## config.mk

```make
export PLATFORM = sky130hd
export DESIGN_NAME = mld_cyclic_shift_register
export DESIGN_NICKNAME = d
export VERILOG_FILES = /design/src/rtl/mld_cyclic_shift_register.sv
export SDC_FILE = /design/constraint.sdc
export NUM_CORES = 1
export LEC_CHECK = 0
export CAP_MARGIN = 20
export CORE_MARGIN = 1.5
export CORE_UTILIZATION = 36
export DETAILED_ROUTE_END_ITERATION = 8
export PLACE_DENSITY = 0.72
export SYNTH_ARGS = -nofsm -noshare
export SYNTH_HDL_FRONTEND = slang
export SYNTH_SLANG_ARGS = --single-unit
```

## constraint.sdc

```tcl
create_clock -name clk -period 1 [get_ports clk]
set_clock_uncertainty 0.15 [all_clocks]
set_input_delay 0.2 -clock clk [delete_from_list [all_inputs] [get_ports clk]]
set_output_delay 0.2 -clock clk [all_outputs]
set_load 0.02 [all_outputs]
```

## src/rtl/mld_cyclic_shift_register.sv

```systemverilog
// Cyclic shift register for the Type-I majority-logic decoder.
// Holds one codeword and supports parallel load, serial shift-in and
// rotation with a correction bit XORed into the recirculated LSB.
// A modulo-N shift counter pulses done once per N shift/rotate edges.
module mld_cyclic_shift_register #(
   parameter int N  = 7,
   parameter int CW = 3
) (
   input  logic          clk,
   input  logic          reset,
   input  logic          en,
   input  logic [1:0]    mode,
   input  logic [N-1:0]  load_data,
   input  logic          serial_in,
   input  logic          corr_in,
   output logic [N-1:0]  q,
   output logic          serial_out,
   output logic [CW-1:0] shift_cnt,
   output logic          done
);

   localparam logic [1:0] MODE_HOLD  = 2'b00;
   localparam logic [1:0] MODE_LOAD  = 2'b01;
   localparam logic [1:0] MODE_SHIFT = 2'b10;
   localparam logic [1:0] MODE_ROT   = 2'b11;

   localparam logic [CW-1:0] CNT_LAST = CW'(N - 1);

   logic [N-1:0]  q_nxt;
   logic [CW-1:0] cnt_nxt;
   logic          done_nxt;
   logic          cnt_wrap;

   // Counter only ever steps 0..N-1, so unused codes stay unreachable.
   assign cnt_wrap   = (shift_cnt == CNT_LAST);
   assign serial_out = q[0];

   // Next-state selection by mode; done defaults low so it is a pulse.
   always_comb begin
      q_nxt    = q;
      cnt_nxt  = shift_cnt;
      done_nxt = 1'b0;
      if (en) begin
         case (mode)
            MODE_HOLD: ;
            MODE_LOAD: begin
               q_nxt   = load_data;
               cnt_nxt = '0;
            end
            MODE_SHIFT, MODE_ROT: begin
               if (mode == MODE_SHIFT)
                  q_nxt = {serial_in, q[N-1:1]};
               else
                  q_nxt = {q[0] ^ corr_in, q[N-1:1]};
               if (cnt_wrap) begin
                  cnt_nxt  = '0;
                  done_nxt = 1'b1;
               end else begin
                  cnt_nxt  = shift_cnt + CW'(1);
               end
            end
            default: ;
         endcase
      end
   end

   // State registers with asynchronous active-low clear.
   always_ff @(posedge clk or negedge reset) begin
      if (!reset) begin
         q         <= '0;
         shift_cnt <= '0;
         done      <= 1'b0;
      end else begin
         q         <= q_nxt;
         shift_cnt <= cnt_nxt;
         done      <= done_nxt;
      end
   end

endmodule

```

-- Word level (Yosys, flattened, before mapping)
Index checks and enable logic that the tools add are counted.
- flip-flop bits (word level): 11
- word-level logic and storage cells: 19
- $add $sub $neg: 1
- equal/unequal tests: 4
- mux-type cells: 7
- bitwise operators: 1
- reduce and logical (&&, ||, !) cells: 3
- operators with widths (cell ; number):
    case mux 7 bit (2 select lines) ; 1
    two-way mux 7 bit ; 1
    case mux 3 bit (2 select lines) ; 1
    == test 2 bit, second input constant ; 2
    adder 3 x 1 -> 3 bit, second input constant ; 1
    == test 3 bit, second input constant ; 1
    two-way mux 1 bit ; 3
    two-way mux 3 bit ; 1
    == test 2 x 1 -> 1 bit, second input constant ; 1
    AND reduction 2 bit ; 1
    nonzero test 2 bit ; 1
    OR reduction 2 bit ; 1
    bitwise XOR 1 bit ; 1

-- Logic depth before layout (Yosys ltp)
- depth after elaboration: 4
- gate-level depth with buffers: 5
- mapped depth without buffers: 3

-- Least setup slack after synthesis
No wires, ideal clock.
- path kind: reg2reg
- start point: register shift_cnt[0]
- end point: register shift_cnt[1]
- setup time: 0.121 ns
- arrival time: 0.936 ns
- path slack: -0.207 ns
- stages on the path, launching flop included: 4
- path buffers: 0
- period minus slack after synthesis: 1.207 ns
- cells stage by stage: dfrtp_1 > nand2b_1 > o22ai_1 > a22o_1
- word-level cells in the longest chain between the ends: 3
- elaborated cells between the ends (all ways): 4
- classes of those cells: add/sub: 1; eq/ne: 1; mux: 2
- ends and longest elaborated chain (item ; RTL line ; RTL):
    from (decl) ; 18 ; output logic [CW-1:0] shift_cnt,
    from (signal assigned) ; 75 ; shift_cnt <= cnt_nxt;
    adder 3 x 1 -> 3 bit or == test 3 bit (tied branches) ; 59, 35 ;
    two-way mux 3 bit * ; 55 ; if (cnt_wrap) begin
    case mux 3 bit (2 select lines) * ; 44 ; case (mode)
Every way passes the cells marked *; elsewhere a longest branch is shown, timed or not.
A chain may end at the register's enable or synchronous reset.

-- Worst setup path after layout
- start point: register q[0]
- end point: register q[6]
- word-level cells in the longest chain between the ends: 3
- ends and longest elaborated chain (item ; RTL line ; RTL):
    from (decl) ; 16 ; output logic [N-1:0] q,
    from (signal assigned) ; 74 ; q <= q_nxt;
    bitwise XOR 1 bit ; 54 ; q_nxt = {q[0] ^ corr_in, q[N-1:1]};
    two-way mux 7 bit ; 51 ; if (mode == MODE_SHIFT)
    case mux 7 bit (2 select lines) ; 44 ;
Every way passes these cells.

==> results.cfg <==
[global_route]
track_usage = 0.199
first_pass_grt_wire_length_mm = 2.71
gr-total-overflow = 0
via_count_of_the_first_global_routing_pass = 614
antenna_found_initial = 0
grt_max_degree = 13

[cells_and_area]
post_route_cells_drive_above_1_share = 0.457
number_of_inserted_filler_cells_in_the_final_layout = 124
final_core_utilization = 0.688
layout.cells.non_filler = 121
area_growth_syn_to_layout_pct = 73.8
finalInstanceArea_um2 = 1070
n_antenna_cell = 0
finalNetCount = 120

[clock_network]
cts-root-buf = sky130_fd_sc_hd__clkbuf_4
cts_tree = done
cts.hold.buffers_added = 0
clk-insertion-delay-late_ps = 270
cts_sinks = 11
htree_levels = 1
clkSlewWorstSetupHoldPaths_ps = 70
tritoncts.num_buffers = 3
clk_path_buf_depth = 2

[floorplanning]
rows = 14
horiz_die_dim_um = 44.4
ios = 26
die_h_um = 44.4
design.die.area_um2 = 1970
initial_core_util = 0.396
core_region_area_um2 = 1560

[status]
run_status = finished with violations
failed_checks = design-rule violations, negative setup slack

[timing]
maximum_clock_frequency_mhz = 813
max_slew_margin = 0.819
rsz0062_at_grt = yes
worstMarginPinSlew_ps = 270
finalCriticalPeriod_ps = 1230
slew_violations = 0
post-route-period-util = 1.23
report.final.hold_viol_count = 0
setup_viol = 22
post-route-worst-setup-slack_ps = -230

[pwr]
power_density_nw_per_um2 = 1910
vdd.ir_drop.worst_mv = 1.30
total_leakage_power_nw = 0.466

[placed_design]
place_inst = 115
io_buffer_count = 25
postPlaceCellArea_um2 = 987
dpl.hpwl_mm = 1.19
globalplace.congestion = 0.755

[critical_path]
reg2reg_to = q[6]
crit_type = reg -> reg
worst_ep_required_time_ps = 1030
path_max_fanout = 3
endpoint = q[6]
worst-r2r-cell-count = 4
setup.worst_path.start_class = flip-flop
type_of_destination_of_the_critical_path = flip-flop
critPathArrivalTime_ps = 1260
setup.reg_to_reg.worst_slack_ps = -230
critical_path.startpoint = q[0]
timing.rr.start = q[0]

[drt]
route.antenna.remaining_nets = 0
drt_drc_violations_left = 4
first_iter_violations = 27
drt_pass_1_iters = 7
via_per_inst = 5.38
detail_route.wl_per_cell_um = 14.3
total_number_of_vias = 651
wl_mm = 1.74

[hold_path]
hold_path.class = in -> async

[synthesis]
synth.avg_cell_area_um2 = 10.1
synth_fp_nets = 75
synth.ff_latch_count = 11
yosysUniqueCellTypes = 19
post_synthesis_instance_area_um2 = 617
yosys_warnings = 0
post_synthesis_cell_count = 61
portion_of_the_post_synthesis_area_used_by_sequential_elements = 0.446

[job]
drv_cap = 0
## where the power goes
group / total [mW] / leakage [nW] / switching, mW / internal (mW)
clock: 0.309 / 0.0150 / 0.155 / 0.154
combinational: 1.10 / 0.326 / 0.493 / 0.605
sequential: 0.644 / 0.124 / 0.0847 / 0.560
## synth_stat cells
library cell	number	area share
sky130_fd_sc_hd__nand2_1	3	0.018
sky130_fd_sc_hd__a21oi_1	6	0.049
sky130_fd_sc_hd__xor2_1	1	0.014
sky130_fd_sc_hd__nand3b_1	6	0.073
sky130_fd_sc_hd__o21ai_1	7	0.057
sky130_fd_sc_hd__a221oi_2	1	0.024
sky130_fd_sc_hd__nor2_1	2	0.012
sky130_fd_sc_hd__o22ai_1	8	0.081
sky130_fd_sc_hd__inv_1	2	0.012
sky130_fd_sc_hd__buf_6	4	0.073
sky130_fd_sc_hd__nand2b_1	1	0.010
sky130_fd_sc_hd__dfrtp_1	11	0.45
sky130_fd_sc_hd__nand4b_1	1	0.014
sky130_fd_sc_hd__a22o_1	3	0.043
sky130_fd_sc_hd__buf_4	1	0.012
sky130_fd_sc_hd__o21ai_0	1	0.0081
sky130_fd_sc_hd__nor3_1	1	0.0081
sky130_fd_sc_hd__nand2_4	1	0.018
sky130_fd_sc_hd__o32ai_2	1	0.026
## layout make-up
type / instances / area (um^2) / area share
clock buffer: 4 / 26.3 / 0.0245
tap: 16 / 20.0 / 0.0187
multi-input combinational: 43 / 308 / 0.287
inverter: 2 / 7.51 / 0.00700
sequential: 11 / 280 / 0.261
timing repair buffer: 45 / 430 / 0.401
## worst max-delay path, cell delays in order, from the launching register on
cell	delay [ps]
sky130_fd_sc_hd__dfrtp_2	410
sky130_fd_sc_hd__buf_6	120
sky130_fd_sc_hd__xor2_2	130
sky130_fd_sc_hd__nor2_2	70
sky130_fd_sc_hd__a221oi_2	260
## cell families (layout without fill, tap and decap cells)
logic type / Yosys count / in the layout / share of synthesized area
AO/OA/AOI/OAI: 27 / 27 / 0.288
AND/OR/NAND/NOR: 15 / 15 / 0.154
flip-flops: 11 / 11 / 0.446
buffers and inverters: 7 / 51 / 0.0974
XOR/XNOR: 1 / 1 / 0.0142
## worst min-delay path by stage
stage	startpoint	end	cells after the start	slack, ps
2_1_floorplan	reset	done	0	-250
3_3_place_gp	reset	done	2	390
3_5_place_dp	reset	shift_cnt[2]	2	390
4_1_cts	reset	shift_cnt[2]	2	110
5_1_grt	reset	shift_cnt[2]	2	110
6_report	reset	shift_cnt[2]	2	100
## metrics by stage
stage	TNS [ps]	worst slack, ps	power (mW)	hold WS (ps)
after floorplan	-305	-127	1.08	-246
after CTS	-2740	-196	2.01	106
after global placement	-8820	-540	1.56	389
after global routing	-3630	-270	2.17	111
final	-2900	-230	2.05	98.9
after detailed placement	-9080	-561	1.58	389
## sequential cells by signal, indices dropped and copies added (netlist names)
register / flops
q: 7
done: 1
shift_cnt: 3
## per-layer routing
metal,global-route usage,part of all wire,vias to the layer above,wire length [um]
met1,0.267,0.44,305,761
met5,0,0,-,0
met3,0.0490,0.064,6,111
met2,0.294,0.47,25,808
met4,0.109,0.032,0,55
li1,-,-,315,-
## cell usage in the layout, fill, tap and decap left out, types with 2 or more instances in the layout
cell type	n
sky130_fd_sc_hd__a21oi_1	6
sky130_fd_sc_hd__a22o_1	3
sky130_fd_sc_hd__buf_2	2
sky130_fd_sc_hd__buf_4	13
sky130_fd_sc_hd__buf_6	16
sky130_fd_sc_hd__clkbuf_4	3
sky130_fd_sc_hd__clkdlybuf4s50_1	10
sky130_fd_sc_hd__dfrtp_1	7
sky130_fd_sc_hd__dfrtp_2	4
sky130_fd_sc_hd__dlygate4sd2_1	2
sky130_fd_sc_hd__inv_1	2
sky130_fd_sc_hd__nand2_1	2
sky130_fd_sc_hd__nand3b_1	6
sky130_fd_sc_hd__o21ai_1	8
sky130_fd_sc_hd__o22ai_1	7
## what timing repair did
| item | 4_1_cts | 5_1_grt |
|---|---|---|
| buffers inserted | 2 | 0 |
| pin swaps | 5 | 2 |
| gates resized for setup | 77 | 7 |
| setup endpoints to repair | 23 | 23 |
(Power assumes the default switching activity.)
